### config.mk
export PLATFORM = sky130hd
export DESIGN_NAME = imm_gen_pipe_flat
export DESIGN_NICKNAME = d
export VERILOG_FILES = /design/src/rtl/imm_gen_pipe_if.sv /design/src/rtl/imm_gen_pipe.sv /design/src/flat_wrapper.sv
export SDC_FILE = /design/constraint.sdc
export NUM_CORES = 1
export LEC_CHECK = 0
export CELL_PAD_IN_SITES_DETAIL_PLACEMENT = 1
export CELL_PAD_IN_SITES_GLOBAL_PLACEMENT = 1
export CORE_ASPECT_RATIO = 0.6
export CORE_MARGIN = 5
export CORE_UTILIZATION = 37
export CTS_CLUSTER_SIZE = 12
export DETAILED_ROUTE_END_ITERATION = 6
export PLACE_DENSITY_LB_ADDON = 0.05
export SETUP_SLACK_MARGIN = 0.1
export SLEW_MARGIN = 30
export SYNTH_ARGS = -nofsm -noshare
export SYNTH_HDL_FRONTEND = slang
export SYNTH_SLANG_ARGS = --single-unit
### constraint.sdc
create_clock -name clk -period 1.4 [get_ports clk]
set_input_delay 0.21 -clock clk [delete_from_list [all_inputs] [get_ports clk]]
set_output_delay 0.21 -clock clk [all_outputs]
set_load 0.02 [all_outputs]
### src/rtl/imm_gen_pipe_if.sv
// rtl/imm_gen_pipe_if.sv - handshake bundle for imm_gen_pipe
//
// Input side:  in_valid, in_ready, inst, imm_sel, in_tag
// Output side: out_valid, out_ready, imm, out_sel, out_tag, fmt_err
// slave modport:  the pipeline's view (consumes inst, produces imm)
// master modport: the driver/consumer's view (the mirror image)
interface imm_gen_pipe_if #(
    parameter int XLEN  = 32,
    parameter int TAG_W = 5
) ();
    logic             in_valid;
    logic             in_ready;
    logic [31:0]      inst;
    logic [2:0]       imm_sel;
    logic [TAG_W-1:0] in_tag;
    logic             out_valid;
    logic             out_ready;
    logic [XLEN-1:0]  imm;
    logic [2:0]       out_sel;
    logic [TAG_W-1:0] out_tag;
    logic             fmt_err;

    modport slave (
        input  in_valid, inst, imm_sel, in_tag, out_ready,
        output in_ready, out_valid, imm, out_sel, out_tag, fmt_err
    );

    modport master (
        output in_valid, inst, imm_sel, in_tag, out_ready,
        input  in_ready, out_valid, imm, out_sel, out_tag, fmt_err
    );
endinterface

### src/rtl/imm_gen_pipe.sv
// rtl/imm_gen_pipe.sv - RISC-V immediate generator with one output register and one skid register
//
// Ports:
//   clk   - sole clock, rising edge
//   rst_n - asynchronous active-low reset
//   bus   - imm_gen_pipe_if.slave (instruction in, immediate out, valid/ready both sides)
// Build option:
//   IMM_AUTO_DECODE_EN - derive the format from the opcode instead of imm_sel
module imm_gen_pipe #(
    parameter int XLEN  = 32,
    parameter int TAG_W = 5
) (
    input  logic            clk,
    input  logic            rst_n,
    imm_gen_pipe_if.slave   bus
);
    localparam logic [2:0] FMT_R   = 3'd0;
    localparam logic [2:0] FMT_S   = 3'd1;
    localparam logic [2:0] FMT_B   = 3'd2;
    localparam logic [2:0] FMT_U   = 3'd3;
    localparam logic [2:0] FMT_J   = 3'd4;
    localparam logic [2:0] FMT_I   = 3'd5;
    localparam logic [2:0] FMT_SH  = 3'd6;
    localparam logic [2:0] FMT_BAD = 3'd7;

    logic [31:0] inst;
    logic [2:0]  fmt;
    logic [XLEN-1:0] imm_new;
    logic [5:0]  shamt;

    assign inst = bus.inst;

`ifdef IMM_AUTO_DECODE_EN
    logic unused_sel;
    assign unused_sel = ^bus.imm_sel;

    always_comb begin
        fmt = FMT_BAD;
        case (inst[6:0])
            // funct3 001 (slli) and 101 (srli/srai) share inst[13:12] == 01
            7'b0010011: fmt = (inst[13:12] == 2'b01) ? FMT_SH : FMT_I;
            7'b0000011,
            7'b1100111,
            7'b1110011: fmt = FMT_I;
            7'b0100011: fmt = FMT_S;
            7'b1100011: fmt = FMT_B;
            7'b0110111,
            7'b0010111: fmt = FMT_U;
            7'b1101111: fmt = FMT_J;
            7'b0110011: fmt = FMT_R;
            default:    fmt = FMT_BAD;
        endcase
    end
`else
    logic unused_opcode;
    assign unused_opcode = ^inst[6:0];
    assign fmt = bus.imm_sel;
`endif

    // RV64 shift amounts are 6 bits; RV32 only uses 5 and ignores inst[25]
    assign shamt = (XLEN == 64) ? inst[25:20] : {1'b0, inst[24:20]};

    always_comb begin
        imm_new = '0;
        case (fmt)
            FMT_I:  imm_new = {{(XLEN-12){inst[31]}}, inst[31:20]};
            FMT_S:  imm_new = {{(XLEN-12){inst[31]}}, inst[31:25], inst[11:7]};
            FMT_B:  imm_new = {{(XLEN-13){inst[31]}}, inst[31], inst[7], inst[30:25],
                               inst[11:8], 1'b0};
            FMT_U:  imm_new = {{(XLEN-32){inst[31]}}, inst[31:12], 12'b0};
            FMT_J:  imm_new = {{(XLEN-21){inst[31]}}, inst[31], inst[19:12], inst[20],
                               inst[30:21], 1'b0};
            FMT_SH: imm_new = {{(XLEN-6){1'b0}}, shamt};
            default: imm_new = '0;
        endcase
    end

    logic             out_valid;
    logic [XLEN-1:0]  out_imm;
    logic [2:0]       out_sel;
    logic [TAG_W-1:0] out_tag;
    logic             out_err;

    logic             skid_valid;
    logic [XLEN-1:0]  skid_imm;
    logic [2:0]       skid_sel;
    logic [TAG_W-1:0] skid_tag;
    logic             skid_err;

    logic accept;
    logic out_free;

    // in_ready depends only on registered skid state, never on out_ready
    assign accept   = bus.in_valid && !skid_valid;
    assign out_free = !out_valid || bus.out_ready;

    always_ff @(posedge clk or negedge rst_n) begin
        if (!rst_n) begin
            out_valid  <= 1'b0;
            out_imm    <= '0;
            out_sel    <= '0;
            out_tag    <= '0;
            out_err    <= 1'b0;
            skid_valid <= 1'b0;
            skid_imm   <= '0;
            skid_sel   <= '0;
            skid_tag   <= '0;
            skid_err   <= 1'b0;
        end else if (out_free) begin
            if (skid_valid) begin
                // Skid is older than anything upstream; it goes first.
                out_valid  <= 1'b1;
                out_imm    <= skid_imm;
                out_sel    <= skid_sel;
                out_tag    <= skid_tag;
                out_err    <= skid_err;
                skid_valid <= 1'b0;
            end else if (accept) begin
                out_valid <= 1'b1;
                out_imm   <= imm_new;
                out_sel   <= fmt;
                out_tag   <= bus.in_tag;
                out_err   <= (fmt == FMT_BAD);
            end else begin
                out_valid <= 1'b0;
            end
        end else if (accept) begin
            // Output is stalled: park the new result in the skid slot.
            skid_valid <= 1'b1;
            skid_imm   <= imm_new;
            skid_sel   <= fmt;
            skid_tag   <= bus.in_tag;
            skid_err   <= (fmt == FMT_BAD);
        end
    end

    assign bus.in_ready  = !skid_valid;
    assign bus.out_valid = out_valid;
    assign bus.imm       = out_imm;
    assign bus.out_sel   = out_sel;
    assign bus.out_tag   = out_tag;
    assign bus.fmt_err   = out_valid && out_err;
endmodule

### src/flat_wrapper.sv
// flat-port wrapper written by rule: the top's interface ports become plain ports
module imm_gen_pipe_flat 
#(
    parameter int XLEN  = 32,
    parameter int TAG_W = 5
)
  (clk, rst_n, bus_in_valid, bus_inst, bus_imm_sel, bus_in_tag, bus_out_ready, bus_in_ready, bus_out_valid, bus_imm, bus_out_sel, bus_out_tag, bus_fmt_err);
  imm_gen_pipe_if #(.XLEN(XLEN), .TAG_W(TAG_W)) bus_i ();
  input  logic clk;
  input  logic rst_n;
  input wire logic [$bits(bus_i.in_valid)-1:0] bus_in_valid;
  input wire logic [$bits(bus_i.inst)-1:0] bus_inst;
  input wire logic [$bits(bus_i.imm_sel)-1:0] bus_imm_sel;
  input wire logic [$bits(bus_i.in_tag)-1:0] bus_in_tag;
  input wire logic [$bits(bus_i.out_ready)-1:0] bus_out_ready;
  output wire logic [$bits(bus_i.in_ready)-1:0] bus_in_ready;
  output wire logic [$bits(bus_i.out_valid)-1:0] bus_out_valid;
  output wire logic [$bits(bus_i.imm)-1:0] bus_imm;
  output wire logic [$bits(bus_i.out_sel)-1:0] bus_out_sel;
  output wire logic [$bits(bus_i.out_tag)-1:0] bus_out_tag;
  output wire logic [$bits(bus_i.fmt_err)-1:0] bus_fmt_err;
  assign bus_i.in_valid = bus_in_valid;
  assign bus_i.inst = bus_inst;
  assign bus_i.imm_sel = bus_imm_sel;
  assign bus_i.in_tag = bus_in_tag;
  assign bus_i.out_ready = bus_out_ready;
  assign bus_in_ready = bus_i.in_ready;
  assign bus_out_valid = bus_i.out_valid;
  assign bus_imm = bus_i.imm;
  assign bus_out_sel = bus_i.out_sel;
  assign bus_out_tag = bus_i.out_tag;
  assign bus_fmt_err = bus_i.fmt_err;
  imm_gen_pipe #(.XLEN(XLEN), .TAG_W(TAG_W)) u_core (.clk(clk), .rst_n(rst_n), .bus(bus_i));
endmodule
==> run summary <==
- **fraction of post-synthesis cell area in the top cell type by area** 46.6%
- **worst-skew pair later-pin latency** 0.35 ns
- **clock tree from TritonCTS** done
- **count of endpoints failing setup in the final report** 0
- **number of distinct library cell variants in the gate-level netlist after synthesis** 41
- **worst supply voltage drop on vdd** 0.000658 V
- **number of max-slew violations in the final report** 0
- **Req. time, crit path** 1.62 ns
- **number of filler cells placed in the layout** 1216
- **slew at the pin with the worst max-slew slack** 0.491 ns
- **total of max-cap violations** 0
- **Avg Synthesized Cell Area** 10.7 µm²
- **maximum number of pins on one net before global-route repair** 29
- **final clock period utilization by the worst path** 97.6%
- **number of buffers inserted during clock tree synthesis** 9
- **cell breakdown of the critical path** nand4bb_4 > buf_12 > buf_8 > buf_16 > nand2_4 > o21ai_2
- **Congestion Overflow GR** 0
- **wire length per cell after detailed routing** 24.4 µm
- **worst setup skew after layout** 0.00507 ns
- **Leak Pwr** 3.02 nW
- **average vias per placed instance** 5.73
- **Port Buf Inserts** 79
- **number of antenna diodes** 0
- **count of buffering cells on the critical path with inverters included** 3
- **arrival time of the worst setup path** 1.59 ns
- **count of warnings emitted by yosys** 0
- **count of clock tree sinks** 84
- **global-route wire length before repair** 26000 µm
- **instance count of the mapped netlist** 423
- **Worst Path Max Fanout** 7
- **Final min period** 1.37 ns
- **growth of design area from synthesis to finish** 53.8%
- **Worst setup startpoint** u_core.skid_valid
- **H-tree depth** 3
- **endpoint class of the critical path** flop
- **filler-free cell count of the finished design** 708
- **Std-Cell Core Area** 0.0120 mm²
- **launch instance of the worst register-to-register path** u_core.skid_valid
- **highest-delay cell along the critical path** dfrtp_2
- **leading cell types by total area after synthesis** dfrtp_1 47%, o21ai_0 7.1%, and4b_1 4.4%
- **proportion of synthesized chip area in sequential cells** 46.6%
- **Critical Path Source Type** flop
- **via count** 4057
- **max frequency** 732 MHz
- **layout net count** 582
- **count of endpoints failing hold in the final timing report** 0
- **core occupancy in the finished layout** 57.9%
- **setup repair after global routing missed its margin** true
- **All-Layer GR Usage** 23.4%
- **via count of the first global-routing pass** 4321
- **I/O pin cnt** 87
- **fraction of final layout cells sized beyond drive strength 1** 40.9%
- **clock edge transition at the registers on the reported setup and hold paths** 0.06 ns
- **Max stage delay on crit path** 0.42 ns
- **PnR worst setup slack** 0.0339 ns
- **first-pass iteration count of the detailed router** 4
- **setup slack of the worst register-to-register path** 0.03 ns
- **number of nets produced by synthesis** 467
- **Max-Slew Margin vs Limit** 66.8%
- **starting density of the core** 37.6%
- **post-detail-place hpwl** 9990 µm
- **path class of the lowest-slack min-delay path** in2async
- **area leader, netlist** dfrtp_1
- **die area** 0.0146 mm²
- **worst setup timing slack at the placement stage** -0.499 ns
- **final RePlAce weighted congestion** 0.808
- **row count** 31
- **buffers from clock root to sink, at most** 2
- **count of placed standard cells including taps** 663
- **Horiz. Die Dim** 153 µm
- **Antenna Violating Nets Remaining** 0
- **Root Buffer** clkbuf_16
- **Post-Route WL** 17300 µm
- **number of synthesized register bits** 84
- **height of the die** 95.5 µm
- **result of the run** completed
- **WS Path Type** reg2reg
- **initial antenna violation count** 0
- **cell area after technology mapping** 0.00451 mm²
- **DRC violation count after routing** 0
- **power per unit of standard cell area** 1220 mW/mm²
- **initial detailed-routing violation count** 222
- **kind of cell adding the most delay to the critical path** buffers and inverters
==> layer usage <==
layer / track usage, % / wire length (µm) / vias up
met5: 0 / 0 / -
met4: 6.30 / 246 / 0
met3: 5.26 / 748 / 19
met2: 38.0 / 8220 / 106
met1: 32.1 / 8050 / 2113
li1: - / - / 1819
==> flip-flops by register name (all words and copies together) (netlist names) <==
register and cells:
u_core.bus.imm 32, u_core.skid_imm 32, u_core.bus.out_tag 5, u_core.skid_tag 5
u_core.bus.out_sel 3, u_core.skid_sel 3, u_core.bus.out_valid 1, u_core.out_err 1
u_core.skid_err 1, u_core.skid_valid 1
==> Yosys cell counts (all sizes together) <==
library cell / number
dfrtp: 84
o21ai: 82
nand2: 41
nand3: 39
o211ai: 34
clkbuf: 29
and4b: 20
nor4: 19
buf: 18
and4bb: 9
mux2: 9
mux2i: 8
nand2b: 5
o21a: 4
a31oi: 3
nor2: 3
a21oi: 2
and3b: 2
inv: 2
nor4bb: 2
and2: 1
and2b: 1
nand4: 1
nand4bb: 1
nor3: 1
o31ai: 1
or2: 1
or3: 1
==> power by group <==
part / switching (mW) / internal, mW / total (mW)
Clock: 1.00 / 1.61 / 2.61
Sequential: 0.360 / 2.90 / 3.26
Combinational: 1.37 / 1.22 / 2.59
Total: 2.73 / 5.73 / 8.46
==> cells by family after synthesis <==
group           after synthesis  synth area share (%)
mux                          17                  4.02
buf+inv                      49                  6.52
flops                        84                  46.6
simple gates                147                  25.4
compound gates              126                  17.4
==> worst paths after layout <==
kind	to	cells after the start
setup reg to reg	u_core.skid_imm[13]	6
hold reg to reg	u_core.skid_imm[1]	2
min in group clk	u_core.bus.out_valid	3
setup / recovery	u_core.skid_imm[13]	6
hold / removal	u_core.skid_tag[2]	2
max in group asynchronous	u_core.bus.imm[4]	3
==> cell usage in the layout, fill, tap and decap left out, drive strengths merged, types with 8 or more instances in the layout <==
| master | Yosys | layout |
|---|---|---|
| dfrtp | 84 | 84 |
| o21ai | 82 | 82 |
| buf | 18 | 71 |
| nand2 | 41 | 41 |
| nand3 | 39 | 39 |
| o211ai | 34 | 34 |
| clkdlybuf4s50 | 0 | 29 |
| dlygate4sd2 | 0 | 27 |
| and4b | 20 | 20 |
| nor4 | 19 | 19 |
| clkbuf | 29 | 18 |
| clkdlybuf4s15 | 0 | 12 |
| and4bb | 9 | 9 |
| mux2 | 9 | 9 |
| mux2i | 8 | 8 |
==> cell type report <==
type	instances	area [µm²]	share of cell area, %
Timing Repair Buffer	150	1740	25.0
Tap cell	165	206	2.98
Sequential cell	84	2100	30.3
Multi-Input combinational cell	291	2560	36.9
Clock inverter	4	72.6	1.05
Clock buffer	12	246	3.55
Inverter	2	7.51	0.108
==> through the flow <==
stage | setup TNS (ns) | hold WS, ns | total power [mW] | area, µm²
final | 0 | 0.277 | 8.46 | 6940
after global routing | 0 | 0.301 | 8.84 | 6940
after CTS | -0.138 | 0.279 | 8.21 | 6610
after detailed placement | -29.40 | 0.106 | 5.39 | 5670
after global placement | -27.12 | 0.103 | 5.31 | 5670
after floorplan | 0 | -0.0856 | 4.31 | 4540
==> timing repair <==
action,in CTS,in global routing
pin swaps,33,15
gates cloned,12,1
endpoints found under the setup margin,124,95
buffers inserted,15,2
resized for setup,153,121
hold buffers,1,0
hold endpoints to repair,14,0
(Power assumes the default switching activity.)
